**src/rtl/mem_port_arbiter.sv**
```systemverilog
// ---------------------------------------------------------------------------
// mem_port_arbiter
//
// Shares one single-port synchronous memory between two requesters: the CPU
// (c_*) and the debug/loader port (d_*). Grants are combinational in the
// cycle a request is seen in IDLE. A tie goes round-robin using a one-bit
// pointer that records the last winner. Writes finish in their grant cycle.
// Reads take one extra cycle (RD_WAIT), in which the memory's registered
// read data is sent back to the requester that issued the read.
//
// Parameters
//   AW        memory address width
//   DW        memory data width
//
// Ports
//   clk        system clock, rising edge
//   reset      synchronous, active-high reset
//   c_req      CPU request, held until c_gnt
//   c_we       CPU write (1) / read (0)
//   c_addr     CPU address
//   c_wdata    CPU write data
//   c_gnt      CPU access accepted this cycle
//   c_rvalid   CPU read data valid (single-cycle pulse)
//   c_rdata    CPU read data, zero unless c_rvalid
//   c_stall    CPU hold: request pending but not granted
//   d_*        same meanings for the debug/loader requester (no stall)
//   mem_en     memory access strobe
//   mem_we     memory write enable
//   mem_addr   memory address
//   mem_wdata  memory write data
//   mem_rdata  memory read data, valid the cycle after a read strobe
// ---------------------------------------------------------------------------
module mem_port_arbiter #(
  parameter int AW = 8,
  parameter int DW = 8
) (
  input  logic          clk,
  input  logic          reset,

  input  logic          c_req,
  input  logic          c_we,
  input  logic [AW-1:0] c_addr,
  input  logic [DW-1:0] c_wdata,
  output logic          c_gnt,
  output logic          c_rvalid,
  output logic [DW-1:0] c_rdata,
  output logic          c_stall,

  input  logic          d_req,
  input  logic          d_we,
  input  logic [AW-1:0] d_addr,
  input  logic [DW-1:0] d_wdata,
  output logic          d_gnt,
  output logic          d_rvalid,
  output logic [DW-1:0] d_rdata,

  output logic          mem_en,
  output logic          mem_we,
  output logic [AW-1:0] mem_addr,
  output logic [DW-1:0] mem_wdata,
  input  logic [DW-1:0] mem_rdata
);

  localparam logic STATE_IDLE    = 1'b0;
  localparam logic STATE_RD_WAIT = 1'b1;

  // state_q     : arbiter FSM state
  // lastDbg_q   : 1 when the debug port won the most recent grant
  // ownerDbg_q  : 1 when the read in flight belongs to the debug port
  logic state_q, state_d;
  logic lastDbg_q, lastDbg_d;
  logic ownerDbg_q, ownerDbg_d;

  logic          grantOpen;
  logic          cWins;
  logic          dWins;
  logic          anyGnt;
  logic          winWe;
  logic [AW-1:0] winAddr;
  logic [DW-1:0] winWdata;
  logic          rdReturn;

  // Grant decision. Grants are only possible in IDLE and never while reset
  // is asserted. On a tie the requester that did not win last time takes
  // this one; a lone requester always wins.
  always_comb begin
    grantOpen = (state_q == STATE_IDLE) && !reset;
    cWins     = grantOpen && c_req && (!d_req || lastDbg_q);
    dWins     = grantOpen && d_req && !cWins;
    anyGnt    = cWins || dWins;
  end

  // Select the winner's access signals for the memory port.
  always_comb begin
    if (dWins) begin
      winWe    = d_we;
      winAddr  = d_addr;
      winWdata = d_wdata;
    end else begin
      winWe    = c_we;
      winAddr  = c_addr;
      winWdata = c_wdata;
    end
  end

  // The memory port is only driven in grant cycles; at all other times it
  // is held at zero so the memory sees a clean, quiet bus.
  always_comb begin
    mem_en    = anyGnt;
    mem_we    = anyGnt ? winWe : 1'b0;
    mem_addr  = anyGnt ? winAddr : '0;
    mem_wdata = anyGnt ? winWdata : '0;
  end

  // Read return. RD_WAIT lasts exactly one cycle, so rvalid is a single
  // pulse that goes only to the owner. rdata is forced to zero whenever its
  // rvalid is low. Reset suppresses the pulse, which aborts a read that
  // reset interrupts.
  always_comb begin
    rdReturn = (state_q == STATE_RD_WAIT) && !reset;
    c_rvalid = rdReturn && !ownerDbg_q;
    d_rvalid = rdReturn && ownerDbg_q;
    c_rdata  = c_rvalid ? mem_rdata : '0;
    d_rdata  = d_rvalid ? mem_rdata : '0;
  end

  // Grants and the CPU stall. The stall stays purely combinational, so it
  // also covers requests held off during RD_WAIT. It is forced low during
  // reset.
  always_comb begin
    c_gnt   = cWins;
    d_gnt   = dWins;
    c_stall = !reset && c_req && !cWins;
  end

  // Next-state logic. Every grant moves the pointer to the winner. A granted
  // read parks the FSM in RD_WAIT for one cycle and records its owner. A
  // granted write leaves the FSM in IDLE, so writes can run back to back.
  always_comb begin
    state_d    = state_q;
    lastDbg_d  = lastDbg_q;
    ownerDbg_d = ownerDbg_q;
    case (state_q)
      STATE_IDLE: begin
        if (anyGnt) begin
          lastDbg_d = dWins;
          if (!winWe) begin
            state_d    = STATE_RD_WAIT;
            ownerDbg_d = dWins;
          end
        end
      end
      STATE_RD_WAIT: begin
        state_d = STATE_IDLE;
      end
      default: begin
        state_d = STATE_IDLE;
      end
    endcase
  end

  // State registers. Reset makes the debug port look like the last winner,
  // so the CPU wins the first tie after reset.
  always_ff @(posedge clk) begin
    if (reset) begin
      state_q    <= STATE_IDLE;
      lastDbg_q  <= 1'b1;
      ownerDbg_q <= 1'b0;
    end else begin
      state_q    <= state_d;
      lastDbg_q  <= lastDbg_d;
      ownerDbg_q <= ownerDbg_d;
    end
  end

endmodule
```
**config.mk**
```make
export PLATFORM = sky130hd
export DESIGN_NAME = mem_port_arbiter
export DESIGN_NICKNAME = d
export VERILOG_FILES = /design/src/rtl/mem_port_arbiter.sv
export SDC_FILE = /design/constraint.sdc
export NUM_CORES = 1
export LEC_CHECK = 0
export ABC_AREA = 0
export BUFFER_PORTS_ARGS = -buffer_cell sky130_fd_sc_hd__buf_2
export CORE_AREA = 10 10 58 60
export DETAILED_ROUTE_END_ITERATION = 8
export DIE_AREA = 0 0 68 70
export PLACE_DENSITY = 0.73
export SYNTH_ARGS = -nofsm -noshare
export SYNTH_HDL_FRONTEND = slang
export SYNTH_SLANG_ARGS = --single-unit
```
**constraint.sdc**
```tcl
create_clock -name clk -period 1.1 [get_ports clk]
set_clock_uncertainty 0.15 [all_clocks]
set_input_delay 0.11 -clock clk [delete_from_list [all_inputs] [get_ports clk]]
set_output_delay 0.11 -clock clk [all_outputs]
set_load 0.03 [all_outputs]
```
Word level (Yosys, flattened, before mapping) --
Cells that the tools add are included.
Cells by class: div/mod/pow operators 0, add/sub/neg operators 0, shift-type cells 0, bitwise gates (word level) 2, muxes and demuxes 11, eq/ne operators 0, reductions and logical operators 18, magnitude comparators 0, $mul 0
Operators with widths (number):
- $mux 8 | 6
- $logic_and 1x1->1 | 10
- $logic_not 1->1 | 4
- $mux 1 | 4
- $reduce_and 3->1 | 1
- $logic_or 1x1->1 | 2
- $not 1->1 | 2
- $pmux 1 s2 | 1
- $reduce_and 2->1 | 1
Storage, ports and cells: bits in registers 3, bits in writable memories 0, input port bits 46, ROM bits 0, output and inout bits 39, latch bits 0, word-level logic and storage cells 34, memories kept 0

Longest topological paths before layout --
Gate-level depths: netlist (run 1).
word-level depth 10, mapped depth 5, mapped depth without buffers 3

Least setup slack after synthesis (run 1) --
OpenSTA, ideal clock, no wires.
path type reg-to-output, start point register lastDbg_q, end point output c_stall, arrival 1.566 ns, setup slack -0.726 ns, stages on the path, launching flop included 4, path through dfxtp_1 -> nand2b_1 -> and3_1 -> nor3b_1
On the way: word-level cells in the longest chain between the ends 4
Ends and longest elaborated chain:
- start, declared | RTL line 71 | logic lastDbg_q, lastDbg_d;
- start signal, assigned | RTL line 171 | lastDbg_q <= lastDbg_d;
- $logic_or 1x1->1 | RTL line 88 | cWins = grantOpen && c_req && (!d_req || lastDbg_q);
- $logic_and 1x1->1 | RTL line 88
- net c_gnt | RTL line 44 | output logic c_gnt,
- $logic_not 1->1 | RTL line 133 | c_stall = !reset && c_req && !cWins;
- $logic_and 1x1->1 | RTL line 133
- end, declared | RTL line 47 | output logic c_stall,
The timed path passes the listed nets, and every way through them passes these cells.

Worst setup path in the final report (run 1) --
start point register lastDbg_q, end point output c_stall
On the way: word-level cells in the longest chain between the ends 4
Ends and longest elaborated chain (RTL line):
- $logic_or 1x1->1 | 88
- $logic_and 1x1->1 | 88
- $logic_not 1->1 | 133
- $logic_and 1x1->1 | 133
Every way passes these cells.

==> metrics.md, run 1 <==
| Metric | Value |
|---|---|
| Final setup vio count | 42 |
| Setup crit start | lastDbg_q |
| N_diodes | 0 |
| Gr usage total | 14.0% |
| Nets | 243 |
| Total Routed Length | 3.75 mm |
| Row cnt | 18 |
| Slew Limit Fails | 0 |
| Average cell area after synthesis | 5.92 sq um |
| Post-Syn Area | 551 sq um |
| Die ar. | 0.00476 sq mm |
| CTS tree | done |
| Routed wire per std cell | 16.6 microns |
| # fillers | 157 |
| Crit path kind | flop to output pin |
| Pwr dens | 631 mW/mm^2 |
| Non-filler instance count after layout | 226 |
| Hold_sp | c_we |
| DIE HEIGHT | 70 microns |
| DP Cell Count | 214 |
| Status | complete, but fails checks |
| Critical Path AT | 1.30 ns |
| Post-DR vias/cell | 4.73 |
| Synth unique cells | 23 |
| Hold Slack | 0.0322 ns |
| CTS Hold Bufs | 0 |
| Initial antenna violation count | 0 |
| Worst R2R End | lastDbg_q |
| DP HPWL | 2.79 mm |
| Layout Area Growth over Synthesis | 205% |
| Seq/Total Area, Yosys | 10.9% |
| Worst Path Max Fanout | 4 |
| Post-synthesis cell count | 93 |
| Fin crit period | 1.56 ns |
| Worst hold path class | input port to flop |
| Vias in the first global route | 1,230 |
| Num ports | 85 |
| Max frequency | 640 MHz |
| Setup Slack @ Placement | -0.349 ns |
| Worst setup margin | -0.463 ns |
| Global-route wire length before repair | 5.40 mm |
| Commonest cells after routing, fill and taps aside | buf_6, buf_2, nand2_1 |
| Fraction of layout cells with a size suffix above 1 | 81.1% |
| Crit path capture | c_stall |
| Drt drc | 0 |
| Placeable Area | 0.00234 sq mm |
| Most common cell after layout, fill and taps aside | buf_6 |
| CTS max path bufs | 2 |
| Worst Max-Slew Pin Slew | 0.197 ns |
| Vias post-DR | 1,069 |
| Req. time, crit path | 0.84 ns |
| Synth Register Bits | 3 |
| Pre-Repair DR Iteration Count | 4 |
| Period utilization | 142% |
| CP Capture Type | output pin |
| Inserted Clock Buffers | 3 |
| Final Hold Viols | 0 |
| FF-to-FF path depth | 4 |
| Yosys warning total | 0 |
| Post-layout util | 71.7% |
| CP Launch Type | flop |
| Violated checks | negative setup slack |
| Slew HR | 86.6% |
| Number of port buffers | 84 |
| Largest net degree at the start of global routing | 20 |
| Later-pin clock latency in the skew report | 0.23 ns |
| IR drop worst, VDD | 0.480 mV |
| CTS clock-pin slew for the worst setup and hold paths | 0.04 ns |
| H-tree level count | 1 |
| GRT overflow | 0 |
| Clk sinks | 3 |
| Antenna Violating Nets Remaining | 0 |
| Initial Utilization | 23.5% |
| Clock Root Buffer | clkbuf_4 |
| R2r startpoint | state_q |
| RSZ-0062 raised after global routing | true |
| Leakage | 0.817 nW |
| Total power | 0.00106 W |
| DR iter-0 viols | 17 |
| Register-to-Register Setup Slack | -0.24 ns |
| Post-Syn Nets | 139 |
| Die span in x | 68 microns |
| # Max-Cap Violations | 0 |
| Routability cong. | 0.844 |
-- sequential cells by signal, indices dropped and copies added, names as in the netlist --
name,cells
lastDbg_q,1
ownerDbg_q,1
state_q,1
-- through the flow --
step	area, sq um	TNS (ns)
CTS	1610	-14.95
global route	1680	-17.17
global placement	1260	-9.26
finish	1680	-15.00
floorplan	747	-7.22
detailed placement	1260	-10.65
-- critical path, stage by stage, from the launching register on --
cell      delay (ns)
dfxtp_4         0.35
nand2b_1        0.16
and3_4          0.20
nor3b_4         0.19
buf_6           0.15
-- synthesized netlist by cell type --
cell type / number / area (sq um)
nor3_1: 1 / 5.00
nand2_1: 32 / 120
mux2i_1: 1 / 10.0
a21oi_1: 17 / 85.1
nor2b_1: 1 / 6.26
nor3b_2: 1 / 12.5
dfxtp_1: 3 / 60.1
and3b_1: 1 / 8.76
and2_1: 16 / 100
a21bo_1: 1 / 10.0
o21ai_2: 1 / 8.76
buf_4: 1 / 7.51
nand2b_1: 2 / 12.5
nor2_1: 5 / 18.8
a221o_1: 1 / 10.0
nor3b_1: 1 / 7.51
clkbuf_1: 1 / 3.75
a21boi_4: 1 / 18.8
a211oi_1: 1 / 7.51
inv_1: 1 / 3.75
and3_1: 1 / 6.26
buf_2: 1 / 5.00
buf_6: 2 / 22.5
-- where the power goes --
part / switching (W) / internal [W] / total, W
clock network: 0.0000645 / 0.000136 / 0.000201
logic: 0.000376 / 0.000354 / 0.000730
registers: 0.0000136 / 0.000116 / 0.000130
total: 0.000454 / 0.000607 / 0.00106
-- metal layers --
metal / share of wire, % / up-vias / routed length, microns / track usage, %
met5: 0 / - / 0 / 0
met4: 2.5 / 0 / 94 / 7.38
met3: 17 / 8 / 640 / 9.25
met2: 48 / 74 / 1780 / 24.3
met1: 33 / 475 / 1230 / 11.4
li1: - / 512 / - / -
-- final cells by class --
cell class	count	area, sq um	area share (%)
inverter	1	7.51	0.447
sequential	3	71.3	4.24
multi-input combinational	85	662	39.4
timing repair buffer	103	876	52.1
tap	30	37.5	2.23
clock buffer	4	26.3	1.56
-- worst min-delay path by stage --
stage	cells after the start	endpoint
after floorplan	1	ownerDbg_q
after global placement	3	ownerDbg_q
after detailed placement	3	ownerDbg_q
after CTS	3	ownerDbg_q
after global routing	3	ownerDbg_q
final	3	ownerDbg_q
-- kinds of logic (layout without fill, tap and decap cells) --
| kind of cell | Yosys count | in the layout | synth area share, % |
|---|---|---|---|
| AO/OA/AOI/OAI | 22 | 22 | 25.5 |
| AND/OR/NAND/NOR | 61 | 62 | 54.1 |
| flip-flops | 3 | 3 | 10.9 |
| buffers and inverters | 6 | 108 | 7.73 |
| multiplexers | 1 | 1 | 1.82 |
-- what timing repair did --
action	4_1_cts	5_1_grt
gates cloned	1	2
resized for setup	91	11
pin swaps	3	8
endpoints found under the setup margin	42	42
setup buffers	3	4
(Power assumes the default switching activity.)
==> run 2: changes to the inputs <==
--- a/config.mk
+++ b/config.mk
@@ -6,7 +6,7 @@
 export NUM_CORES = 1
 export LEC_CHECK = 0
 export ABC_AREA = 0
-export BUFFER_PORTS_ARGS = -buffer_cell sky130_fd_sc_hd__buf_2
+export BUFFER_PORTS_ARGS = -buffer_cell sky130_fd_sc_hd__clkbuf_2
 export CORE_AREA = 10 10 58 60
 export DETAILED_ROUTE_END_ITERATION = 8
 export DIE_AREA = 0 0 68 70
==> run 2 against run 1 <==
The run still ends with negative setup slack left. First-iteration DRC count rose by 140%. Clock power is 4% higher. Global-route usage is 2.4 points higher. Worst setup slack got worse by 0.074 ns. Routed wire length grew 11%. Cell area increased by 8.6%. Sequential power barely moved. Core utilization grew 6.2 points. Register-to-register slack improved by 0.04 ns. Largest cell class unchanged. Largest power group unchanged.
==> metrics.md, run 2 (synthesis results as in run 1) <==
| Metric | Value |
|---|---|
| Logic pwr share | 69.9% (+1.1 points) |
| Die span in x | 68 microns (unchanged) |
| Final setup vio count | 42 (unchanged) |
| Later-pin clock latency in the skew report | 0.24 ns (about the same) |
| # fillers | 138 (-12%) |
| Number of port buffers | 84 (unchanged) |
| Gr usage total | 16.4% (+2.4 points) |
| Row cnt | 18 (unchanged) |
| Sequential share of power | 11.5% (-0.8 points) |
| Slew Limit Fails | 0 (unchanged) |
| Req. time, crit path | 0.84 ns (about the same) |
| Fin crit period | 1.64 ns (+0.0740 ns) |
| Fraction of layout cells with a size suffix above 1 | 82.1% (+1.0 points) |
| Worst Path Max Fanout | 12 (+8) |
| N_diodes | 0 (unchanged) |
| Leakage | 0.872 nW (+6.7%) |
| DIE HEIGHT | 70 microns (unchanged) |
| Initial antenna violation count | 0 (unchanged) |
| Crit path kind | flop to output pin |
| # Max-Cap Violations | 0 (unchanged) |
| FF-to-FF path depth | 5 (+1) |
| Total Routed Length | 4.18 mm (+11%) |
| Largest registers | lastDbg_q x1, ownerDbg_q x1, state_q x1 |
| Setup crit start | lastDbg_q |
| Nets | 243 (unchanged) |
| Fin area | 0.00183 sq mm (+8.6%) |
| Clk sinks | 3 (unchanged) |
| CP Capture Type | output pin |
| GRT overflow | 0 (unchanged) |
| Pwr dens | 618 mW/mm^2 (-2.1%) |
| Violated checks | negative setup slack |
| Non-filler instance count after layout | 226 (unchanged) |
| Vias post-DR | 1,097 (+2.6%) |
| Post-DR vias/cell | 4.85 (+2.6%) |
| Drt drc | 0 (unchanged) |
| Hold_sp | c_we |
| Routed wire per std cell | 18.5 microns (+11%) |
| Net Sw Frac | 42.9% (+0.15 points) |
| Register-to-Register Setup Slack | -0.20 ns (+0.04 ns) |
| Status | complete, but fails checks |
| Antenna Violating Nets Remaining | 0 (unchanged) |
| Clock Root Buffer | clkbuf_4 |
| Clock share of power | 18.6% (-0.3 points) |
| Worst setup margin | -0.537 ns (-0.0740 ns) |
| CTS tree | done |
| Routability cong. | 0.855 (+1.3%) |
| Worst hold path class | input port to flop |
| Num ports | 85 (unchanged) |
| Worst R2R End | ownerDbg_q |
| Post-DP Area | 0.00128 sq mm (+1.6%) |
| H-tree level count | 1 (unchanged) |
| DR iter-0 viols | 40 (+23) |
| CTS clock-pin slew for the worst setup and hold paths | 0.04 ns (about the same) |
| CTS max path bufs | 2 (unchanged) |
| Commonest cells after routing, fill and taps aside | clkbuf_2, nand2_1, buf_8 |
| Largest net degree at the start of global routing | 20 (unchanged) |
| Net switching power | 0.000484 W (+6.7%) |
| Final Hold Viols | 0 (unchanged) |
| Worst Max-Slew Pin Slew | 0.227 ns (+0.0295 ns) |
| Die ar. | 0.00476 sq mm (unchanged) |
| Hold path depth | 3 (unchanged) |
| CP Launch Type | flop |
| Layout Area Growth over Synthesis | 232% |
| Vias in the first global route | 1,305 (+6.1%) |
| Setup TNS | -17.29 ns (-2.28 ns) |
| IR drop worst, VDD | 0.629 mV (+31%) |
| Max frequency | 611 MHz (-4.5%) |
| Slew HR | 84.8% (-1.8 points) |
| DP Cell Count | 215 (+0.47%) |
| R2r startpoint | lastDbg_q |
| Placeable Area | 0.00234 sq mm (unchanged) |
| DP HPWL | 2.66 mm (-4.7%) |
| Initial Utilization | 23.5% (unchanged) |
| Global-route wire length before repair | 6.15 mm (+14%) |
| Hold Crit Endpoint | ownerDbg_q |
| Most common cell after layout, fill and taps aside | clkbuf_2 |
| Power Internal | 0.000644 W (+6.0%) |
| Pre-Repair DR Iteration Count | 4 (unchanged) |
| Period utilization | 149% (+6.7 points) |
| RSZ-0062 raised after global routing | true |
| Critical Path AT | 1.38 ns (+0.08 ns) |
| Inserted Clock Buffers | 3 (unchanged) |
run 2: changes by cell type in the layout (fill, tap and decap cells not counted):
| cell | previous run | this run |
|---|---|---|
| clkbuf_8 | 0 | 15 |
| nor2_4 | 1 | 2 |
| nor2_2 | 2 | 1 |
| buf_8 | 0 | 23 |
| clkbuf_2 | 0 | 45 |
| buf_2 | 45 | 0 |
| buf_12 | 2 | 3 |
| nand2_2 | 3 | 4 |
| nand2_1 | 29 | 28 |
| buf_6 | 46 | 7 |
| a211oi_2 | 0 | 1 |
| a211oi_1 | 1 | 0 |
run 2: repair_timing:
action	4_1_cts	5_1_grt
setup endpoints to repair	42	42
gates cloned	2	1
pin swaps	8	9
hold buffers	0	0
resized for setup	94	31
setup buffers	2	3
run 2: power groups by stage:
| stage | logic (W) | clock network (W) | registers (W) |
|---|---|---|---|
| 3_5_place_dp | 0.000581 | 0 | 0.000130 |
| 2_1_floorplan | 0.000351 | 0 | 0.000131 |
| 3_3_place_gp | 0.000571 | 0 | 0.000130 |
| 6_report | 0.000788 | 0.000210 | 0.000130 |
| 5_1_grt | 0.000835 | 0.000236 | 0.000132 |
| 4_1_cts | 0.000718 | 0.000213 | 0.000131 |
run 2: area by class of cell:
class                   instances  area, sq um  area share [%]
well taps                      30         37.5            2.06
repair buffers                103         1010            55.2
inverters                       1         7.51           0.411
clock buffers                   4         26.3            1.44
flip-flops and latches          3         71.3            3.91
multi-input cells              85          674            36.9
run 2: how the worst max path moves through the flow:
stage	end	slack, ns	cells after the start
after global placement	mem_wdata[3]	-0.28	5
after CTS	mem_we	-0.53	5
final	mem_addr[1]	-0.54	5
after detailed placement	mem_wdata[7]	-0.30	5
after global routing	mem_we	-0.60	5
after floorplan	c_rdata[0]	-0.32	2
run 2: critical path, stage by stage, from the launching register on:
cell	delay (ns)
dfxtp_4	0.36
a21bo_4	0.14
buf_6	0.14
nand2_1	0.11
a21oi_2	0.19
clkbuf_8	0.18
run 2: per-stage QoR:
| step | util [%] | total power [W] | hold WS, ns | worst slack (ns) |
|---|---|---|---|---|
| after floorplan | - | 0.000481 | 0.0253 | -0.323 |
| after global placement | 54.7 | 0.000700 | 0.262 | -0.277 |
| after detailed placement | 54.7 | 0.000711 | 0.265 | -0.303 |
| after CTS | 74.0 | 0.00106 | 0.00554 | -0.525 |
| after global routing | 77.9 | 0.00120 | 0.0522 | -0.599 |
| final | 77.9 | 0.00113 | 0.0543 | -0.537 |
run 2: per-layer routing:
layer	GRT usage (%)	vias up	share of wire (%)	wire length, microns
li1	-	513	-	-
met1	14.1	496	30	1250
met2	29.2	82	52	2170
met3	10.4	6	17	689
met4	6.04	0	1.4	58
met5	0	-	0	0
